**config.mk**
```make
export PLATFORM = sky130hd
export DESIGN_NAME = fetch_unit
export DESIGN_NICKNAME = d
export VERILOG_FILES = /design/src/rtl/wisc_pkg.sv /design/src/rtl/fetch_unit.sv
export SDC_FILE = /design/constraint.sdc
export NUM_CORES = 1
export LEC_CHECK = 0
export CAP_MARGIN = 5
export CELL_PAD_IN_SITES_DETAIL_PLACEMENT = 1
export CELL_PAD_IN_SITES_GLOBAL_PLACEMENT = 2
export CORE_UTILIZATION = 41
export CTS_CLUSTER_DIAMETER = 60
export DETAILED_ROUTE_END_ITERATION = 7
export DONT_BUFFER_PORTS = 1
export GPL_ROUTABILITY_DRIVEN = 1
export PLACE_DENSITY_LB_ADDON = 0.1
export SETUP_SLACK_MARGIN = 0.5
export SLEW_MARGIN = 20
export SYNTH_ARGS = -nofsm -noshare
export SYNTH_HDL_FRONTEND = slang
export SYNTH_SLANG_ARGS = --single-unit
```
**constraint.sdc**
```tcl
create_clock -name clk -period 4.1 [get_ports clk]
set_input_delay 0.615 -clock clk [delete_from_list [all_inputs] [get_ports clk]]
set_output_delay 0.615 -clock clk [all_outputs]
set_load 0.01 [all_outputs]
```
**src/rtl/wisc_pkg.sv**
```systemverilog
// Shared WISC-15 definitions: opcode map, instruction width and the
// fetch-stage state encoding used by the fetch unit.
package wisc_pkg;

  localparam int INST_W = 16;

  // Opcode map, instruction bits [15:12]; shared with the control unit.
  localparam logic [3:0] OP_ADD  = 4'h0;
  localparam logic [3:0] OP_SUB  = 4'h1;
  localparam logic [3:0] OP_AND  = 4'h2;
  localparam logic [3:0] OP_OR   = 4'h3;
  localparam logic [3:0] OP_XOR  = 4'h4;
  localparam logic [3:0] OP_NOT  = 4'h5;
  localparam logic [3:0] OP_SLL  = 4'h6;
  localparam logic [3:0] OP_SRL  = 4'h7;
  localparam logic [3:0] OP_LD   = 4'h8;
  localparam logic [3:0] OP_ST   = 4'h9;
  localparam logic [3:0] OP_LI   = 4'hA;
  localparam logic [3:0] OP_BZ   = 4'hB;
  localparam logic [3:0] OP_B    = 4'hC;
  localparam logic [3:0] OP_CALL = 4'hD;
  localparam logic [3:0] OP_RET  = 4'hE;
  localparam logic [3:0] OP_HLT  = 4'hF;

  typedef enum logic [2:0] {
    FS_BOOT  = 3'd0,
    FS_ISSUE = 3'd1,
    FS_WAIT  = 3'd2,
    FS_HOLD  = 3'd3,
    FS_HALT  = 3'd4
  } fetch_state_e;

  // True when the opcode field denotes a halt instruction.
  function automatic logic is_halt(input logic [3:0] opcode);
    return (opcode == OP_HLT);
  endfunction

endpackage

```
**src/rtl/fetch_unit.sv**
```systemverilog
// WISC-15 instruction fetch stage. Keeps the PC, issues one read at a time
// to instruction memory, hands each word to decode with valid/ready, follows
// redirects from execute and parks after a halt instruction is accepted.
// Every output is a register or a pure decode of the state register.
module fetch_unit
  import wisc_pkg::*;
#(
  parameter int                ADDR_W   = 16,
  parameter logic [ADDR_W-1:0] RESET_PC = {ADDR_W{1'b0}}
) (
  input  logic              clk,
  input  logic              rst,
  output logic              imem_req,
  output logic [ADDR_W-1:0] imem_addr,
  input  logic [INST_W-1:0] imem_rdata,
  input  logic              imem_valid,
  output logic [INST_W-1:0] inst_out,
  output logic [ADDR_W-1:0] inst_pc,
  output logic              inst_valid,
  input  logic              inst_ready,
  input  logic              redir_valid,
  input  logic [ADDR_W-1:0] redir_pc,
  output logic              halted
);

  localparam logic [ADDR_W-1:0] PC_ONE = {{(ADDR_W-1){1'b0}}, 1'b1};

  fetch_state_e      state_q, state_d;
  logic [ADDR_W-1:0] pc_q, pc_d;
  logic              drop_q, drop_d;
  logic [INST_W-1:0] inst_q, inst_d;
  logic [ADDR_W-1:0] inst_pc_q, inst_pc_d;

  // State and datapath registers; reset parks fetch in BOOT at RESET_PC.
  always_ff @(posedge clk or posedge rst) begin
    if (rst) begin
      state_q   <= FS_BOOT;
      pc_q      <= RESET_PC;
      drop_q    <= 1'b0;
      inst_q    <= {INST_W{1'b0}};
      inst_pc_q <= {ADDR_W{1'b0}};
    end else begin
      state_q   <= state_d;
      pc_q      <= pc_d;
      drop_q    <= drop_d;
      inst_q    <= inst_d;
      inst_pc_q <= inst_pc_d;
    end
  end

  // Next-state logic: a redirect always wins over accepting the held word.
  always_comb begin
    state_d = state_q;
    case (state_q)
      FS_BOOT: begin
        state_d = FS_ISSUE;
      end
      FS_ISSUE: begin
        state_d = FS_WAIT;
      end
      FS_WAIT: begin
        if (imem_valid) begin
          // A stale response (pending drop or same-cycle redirect) refetches.
          if (drop_q || redir_valid) begin
            state_d = FS_ISSUE;
          end else begin
            state_d = FS_HOLD;
          end
        end else begin
          state_d = FS_WAIT;
        end
      end
      FS_HOLD: begin
        if (redir_valid) begin
          state_d = FS_ISSUE;
        end else if (inst_ready) begin
          if (is_halt(inst_q[15:12])) begin
            state_d = FS_HALT;
          end else begin
            state_d = FS_ISSUE;
          end
        end else begin
          state_d = FS_HOLD;
        end
      end
      FS_HALT: begin
        if (redir_valid) begin
          state_d = FS_ISSUE;
        end else begin
          state_d = FS_HALT;
        end
      end
      default: begin
        state_d = FS_BOOT;
      end
    endcase
  end

  // Datapath updates: PC steering, stale-read tracking and instruction capture.
  always_comb begin
    pc_d      = pc_q;
    drop_d    = drop_q;
    inst_d    = inst_q;
    inst_pc_d = inst_pc_q;
    case (state_q)
      FS_ISSUE: begin
        // The read just issued targets the old PC, so its response is stale.
        if (redir_valid) begin
          pc_d   = redir_pc;
          drop_d = 1'b1;
        end else begin
          pc_d = pc_q;
        end
      end
      FS_WAIT: begin
        if (redir_valid) begin
          pc_d   = redir_pc;
          // A response arriving this same cycle is discarded right now;
          // otherwise remember to discard the one still in flight.
          drop_d = ~imem_valid;
        end else if (imem_valid) begin
          if (drop_q) begin
            drop_d = 1'b0;
          end else begin
            inst_d    = imem_rdata;
            inst_pc_d = pc_q;
          end
        end else begin
          drop_d = drop_q;
        end
      end
      FS_HOLD: begin
        if (redir_valid) begin
          pc_d = redir_pc;
        end else if (inst_ready) begin
          pc_d = pc_q + PC_ONE;
        end else begin
          pc_d = pc_q;
        end
      end
      FS_HALT: begin
        if (redir_valid) begin
          pc_d = redir_pc;
        end else begin
          pc_d = pc_q;
        end
      end
      default: begin
        pc_d = pc_q;
      end
    endcase
  end

  // Output decode from state and registers only; no input reaches an output.
  always_comb begin
    imem_req   = 1'b0;
    inst_valid = 1'b0;
    halted     = 1'b0;
    imem_addr  = pc_q;
    inst_out   = inst_q;
    inst_pc    = inst_pc_q;
    case (state_q)
      FS_ISSUE: begin
        imem_req = 1'b1;
      end
      FS_HOLD: begin
        inst_valid = 1'b1;
      end
      FS_HALT: begin
        halted = 1'b1;
      end
      default: begin
        imem_req = 1'b0;
      end
    endcase
  end

endmodule

```
# Yosys cells after proc, flatten, opt, wreduce, memory -nomap -nowiden
# Cells that the tools add are included.
[classes]
add_sub_neg = 1
eq_ne = 9
mux = 18
bitwise = 3
reduce_logical = 8
[op_table]
columns = ["operator", "n"]
rows = [
  ["16-bit 2-to-1 mux", 3],
  ["16-bit one-hot mux with 2 select lines", 1],
  ["16-bit by 1-bit adder with 16-bit output, second input constant", 1],
  ["3-bit 2-to-1 mux", 5],
  ["3-bit one-hot mux with 5 select lines", 1],
  ["3-bit by 2-bit == test with 1-bit output, second input constant", 2],
  ["1-bit 2-to-1 mux", 6],
  ["3-bit != test, second input constant", 2],
  ["3-bit AND reduction", 2],
  ["4-bit == test, second input constant", 1],
  ["4-bit AND reduction", 1],
  ["2-bit nonzero test", 2],
  ["3-bit by 1-bit == test with 1-bit output, second input constant", 1],
  ["3-bit == test, second input constant", 1],
  ["3-bit logical NOT", 1],
  ["1-bit NOT", 3],
  ["3-bit OR reduction", 1],
  ["2-bit 2-to-1 mux", 1],
  ["2-bit by 1-bit != test with 1-bit output, second input constant", 1],
  ["2-bit != test, second input constant", 1],
  ["1-bit one-hot mux with 2 select lines", 1],
  ["1-bit logical OR", 1],
]
[totals]
regBits = 52
in_bits = 37
output_inout_bits = 51

# Depth between registers and ports, before layout
[logic_depth]
ltp_word = 5
ltp_mapped = 7
ltp_nobuf = 6

# Worst setup path after synthesis
# No wires, ideal clock.
[synth_path]
kind = "input port to flip-flop"
startpoint = "in redir_valid"
endpoint = "reg pc_q[0], in the netlist imem_addr[0]"
setup_ps = 126
arrival_time_ps = 1645
required_ps = 3974
setup_slack_ps = 2329
cell_stages = 6
path_buffers = 2
cell_sequence = "buf_2 -> a21oi_1 -> a2bb2oi_1 -> o21a_1 -> buf_6 -> a221o_1"
[synth_between]
elab_chain_cells = 2
[synth_lines]
columns = ["element", "line", "rtl"]
rows = [
  ["start, declared", "fetch_unit.sv:21", "input logic redir_valid,"],
  ["3-bit != test (no line), or another cell as far along", "--", ""],
  ["3-bit AND reduction (no line) / 16-bit one-hot mux with 2 select lines (equally long branches)", "--", ""],
  ["end signal, assigned", "fetch_unit.sv:44", "pc_q <= pc_d;"],
  ["end, declared", "fetch_unit.sv:29", "logic [ADDR_W-1:0] pc_q, pc_d;"],
]
# Parallel ways exist; a longest one is shown, timed or not.
# A chain may end at the register's enable or synchronous reset.

# Final worst setup path
[layout_path]
startpoint = "reg state_q[1]"
endpoint = "reg pc_q[10], in the netlist imem_addr[10]"
[layout_between]
elab_chain_cells = 4
[layout_lines]
columns = ["element", "line", "rtl"]
rows = [
  ["start, declared", "fetch_unit.sv:28", "fetch_state_e state_q, state_d;"],
  ["start signal, assigned", "fetch_unit.sv:43", "state_q <= state_d;"],
  ["3-bit == test, or another cell as far along", "fetch_unit.sv:105", "case (state_q)"],
  ["3-bit OR reduction (no line)", "--", ""],
  ["2-bit by 1-bit != test with 1-bit output (no line) / 2-bit nonzero test (equally long branches)", "--", ""],
  ["3-bit AND reduction (no line)", "--", ""],
]
# Parallel ways exist; a longest one is shown, timed or not.

==> flow_results.xml <==
<?xml version="1.0" encoding="UTF-8"?>
<metrics>
  <group name="power">
    <metric name="power_per_cell_area" unit="nW/um^2">814.3</metric>
    <metric name="leakage_power_of_the_design" unit="nW">1.072</metric>
    <metric name="irDropWorstVdd" unit="uV">296.5</metric>
  </group>
  <group name="clock_network">
    <metric name="tritoncts_clock_tree" unit="">built</metric>
    <metric name="clkSinkCount" unit="">52</metric>
    <metric name="cts_inserted_buffers" unit="">5</metric>
    <metric name="ctsResizeCount" unit="">0</metric>
    <metric name="clk_latency" unit="ns">0.30</metric>
    <metric name="ctsHoldBuffers" unit="">0</metric>
    <metric name="cts.htree.levels" unit="">2</metric>
    <metric name="cts-root-to-sink-buffers" unit="">2</metric>
    <metric name="post_cts_repair_setup_buffers" unit="">0</metric>
    <metric name="cell_chosen_for_the_clock_root" unit="">clkbuf_8</metric>
    <metric name="cts.clk_slew.worst_paths" unit="ns">0.10</metric>
  </group>
  <group name="detailed_routing">
    <metric name="via_count" unit="">1766</metric>
    <metric name="first_iter_violations" unit="">58</metric>
    <metric name="drt_first_pass_iters" unit="">6</metric>
    <metric name="drt-wirelength-per-cell" unit="microns">19.66</metric>
    <metric name="post_drt_via_cell_ratio" unit="">5.926</metric>
    <metric name="drc_errors" unit="">0</metric>
    <metric name="drtAntennaViolNets" unit="">0</metric>
    <metric name="wl" unit="mm">5.859</metric>
  </group>
  <group name="floorplanning">
    <metric name="die_height" unit="microns">80.32</metric>
    <metric name="floorplan.core_area" unit="sq um">5921</metric>
    <metric name="floorplan.die.width" unit="microns">80.32</metric>
    <metric name="initial_standard_cell_utilization_of_the_core" unit="%">42.48</metric>
    <metric name="pin_count" unit="">88</metric>
    <metric name="placementRows" unit="">28</metric>
    <metric name="die_outline_area" unit="sq um">6451</metric>
  </group>
  <group name="worst_setup_path">
    <metric name="r2r-end" unit="">imem_addr[10]</metric>
    <metric name="worstSetupEndpointType" unit="">flop</metric>
    <metric name="worst-r2r-cell-count" unit="">6</metric>
    <metric name="critical_path_peak_fanout" unit="">42</metric>
    <metric name="timing.setup.critical_path_class" unit="">flop to flop</metric>
    <metric name="start_kind" unit="">flop</metric>
    <metric name="regToRegStartpoint" unit="">state_q[1]</metric>
    <metric name="crit_chain" unit="">xor2_1, a211oi_4, buf_4, nand2_2, o22ai_2, o2bb2a_4</metric>
    <metric name="timing.critical_path.required" unit="ns">4.31</metric>
    <metric name="crit_slowest_cell" unit="">dfrtp_1</metric>
    <metric name="r2r_slack" unit="ns">2.07</metric>
    <metric name="crit_path_dat" unit="ns">2.24</metric>
    <metric name="cpPeakStageDelay" unit="ns">0.53</metric>
  </group>
  <group name="yosys">
    <metric name="yosys_warnings" unit="">0</metric>
    <metric name="async_set_or_reset_flop_fraction_in_the_synthesized_netlist" unit="%">100.0</metric>
    <metric name="syn-mean-instance-area" unit="sq um">11.13</metric>
    <metric name="synth.distinct_cells" unit="">40</metric>
    <metric name="synth_enable_flop_cells" unit="">0</metric>
    <metric name="seq_area_frac_synth" unit="%">51.74</metric>
    <metric name="dominantRegCellSynth" unit="">dfrtp_1</metric>
    <metric name="synth.cell_area" unit="sq um">2515</metric>
    <metric name="postSynthRegisterBits" unit="">52</metric>
    <metric name="synth_fp_nets" unit="">264</metric>
    <metric name="syn_inst" unit="">226</metric>
  </group>
  <group name="timing">
    <metric name="finalSetupViolCount" unit="">0</metric>
    <metric name="maxSlewHeadroom" unit="%">39.31</metric>
    <metric name="post-route-period-util" unit="%">49.52</metric>
    <metric name="final_critical_path_setup_slack" unit="ns">2.070</metric>
    <metric name="final_count_of_pins_violating_max_slew" unit="">0</metric>
    <metric name="tns" unit="ns">0</metric>
    <metric name="clock_skew" unit="ns">0.005907</metric>
    <metric name="final.min_clock_period" unit="ns">2.030</metric>
    <metric name="fmax" unit="GHz">0.4926</metric>
    <metric name="worst-slew-pin-transition" unit="ns">0.9093</metric>
    <metric name="timing_hold_violations_final" unit="">0</metric>
    <metric name="rsz_0062_raised_after_global_routing" unit="">false</metric>
  </group>
  <group name="grt">
    <metric name="grt_pass1_wl" unit="mm">9.584</metric>
    <metric name="antenna_violations_before_repair" unit="">0</metric>
    <metric name="maximum_number_of_pins_on_one_net_before_global_route_repair" unit="">53</metric>
    <metric name="first_global_vias" unit="">1807</metric>
    <metric name="grt_overflow" unit="">0</metric>
    <metric name="gr-usage-all-layers" unit="%">19.71</metric>
  </group>
  <group name="placement">
    <metric name="post-place-ws" unit="ns">2.096</metric>
    <metric name="half_perimeter_wire_length_after_placement" unit="mm">4.143</metric>
    <metric name="placed_cells" unit="">290</metric>
    <metric name="globalplace.congestion" unit="">0.8205</metric>
    <metric name="port_buffers" unit="">0</metric>
  </group>
  <group name="status">
    <metric name="status" unit="">finished, final reports clean</metric>
  </group>
  <group name="cells_and_area">
    <metric name="final-instance-count-excl-fill" unit="">298</metric>
    <metric name="multi_input_gate_area" unit="sq um">1097</metric>
    <metric name="final-seq-area" unit="sq um">1301</metric>
    <metric name="mostFrequentLayoutCells" unit="">52 x dfrtp_1, 31 x mux2_2, 25 x a21oi_1, 17 x nand2_1, 14 x o21ai_0</metric>
    <metric name="fillerInstances" unit="">673</metric>
    <metric name="layout_net_count" unit="">260</metric>
    <metric name="post_route_cells_drive_above_1_share" unit="%">24.22</metric>
    <metric name="layout.cells.most_common" unit="">dfrtp_1</metric>
    <metric name="n_antenna_cell" unit="">0</metric>
    <metric name="areaGrowthSynthToFinish" unit="%">4.727</metric>
  </group>
  <group name="worst_hold_path">
    <metric name="worstHoldPathType" unit="">input port to asynchronous set/reset pin</metric>
  </group>
  <group name="flow_run">
    <metric name="cap_violations" unit="">0</metric>
  </group>
</metrics>
[power breakdown]
part           leakage, nW  switching (mW)  internal, mW
clock               0.0485           0.177         0.123
sequential           0.617           0.397         0.760
combinational        0.406           0.361         0.327
[cell families (layout without fill, tap and decap cells)]
family	Yosys count	in the layout	share of synthesized area, %
fa+ha+maj	1	1	0.4974
xor+xnor	1	1	0.3483
compound gates	60	60	15.77
flops	52	52	51.74
buf+inv	21	18	4.626
simple gates	58	58	12.34
mux	33	33	14.68
[layer usage]
layer	track usage (%)	wire, microns	vias up
met5	0	0	-
met2	32.22	2853	49
met3	5.455	373	6
li1	-	-	806
met4	5.714	61	0
met1	25.43	2571	905
[state kept, by name, summed over array words and instances, names as in the netlist]
| signal | cells |
|---|---|
| imem_addr | 16 |
| inst_out | 16 |
| inst_pc | 16 |
| state_q | 3 |
| drop_q | 1 |
[Yosys cell counts, types with 2 or more instances]
| cell type | count | area, sq um |
|---|---|---|
| buf_2 | 8 | 40.04 |
| nand2_1 | 17 | 63.81 |
| mux2_2 | 31 | 349.1 |
| nand2b_1 | 2 | 12.51 |
| nor3b_2 | 2 | 25.02 |
| nor2_1 | 11 | 41.29 |
| a31oi_1 | 2 | 12.51 |
| o2bb2a_4 | 2 | 40.04 |
| o22ai_1 | 3 | 18.77 |
| nand3_1 | 12 | 60.06 |
| inv_1 | 6 | 22.52 |
| dfrtp_1 | 52 | 1301 |
| mux2i_1 | 2 | 20.02 |
| a21oi_1 | 25 | 125.1 |
| a2bb2oi_1 | 5 | 43.79 |
| o21ai_0 | 15 | 75.07 |
| nand4_1 | 6 | 37.54 |
| buf_6 | 3 | 33.78 |
[final cells by class]
cell class | instances | share of cell area, %
clock inverters | 3 | 0.8551
flip-flops and latches | 52 | 49.41
inverters | 7 | 1.045
multi-input cells | 153 | 41.66
well taps | 75 | 3.563
clock buffers | 5 | 2.613
repair buffers | 3 | 0.8551
[how the worst max path moves through the flow]
| stage | startpoint | depth (start not counted) | to | slack, ns |
|---|---|---|---|---|
| floorplan | rst | 1 | drop_q | 2.23 |
| global placement | state_q[1] | 6 | imem_addr[10] | 2.22 |
| detailed placement | state_q[1] | 6 | imem_addr[10] | 2.10 |
| CTS | state_q[1] | 6 | imem_addr[10] | 2.08 |
| global route | state_q[1] | 6 | imem_addr[7] | 1.96 |
| finish | state_q[1] | 6 | imem_addr[10] | 2.07 |
[through the flow]
stage / hold WS, ns / area [sq um] / util, % / power, mW
after floorplan: 0.5157 / 2515 / - / 1.683
after global placement: 0.5561 / 2541 / 42.92 / 1.814
after detailed placement: 0.5658 / 2541 / 42.92 / 1.862
after CTS: 0.3981 / 2633 / 44.46 / 2.171
after global routing: 0.3993 / 2634 / 44.48 / 2.305
final: 0.3498 / 2634 / 44.48 / 2.145
[critical path: cells and delay by family (launching register included)]
family,cells,cell delay (ns)
flip-flops,1,0.53
AO/OA/AOI/OAI,3,0.61
AND/OR/NAND/NOR,1,0.14
buffers and inverters,1,0.40
XOR/XNOR,1,0.24
Power figures use the tool's default switching activity.
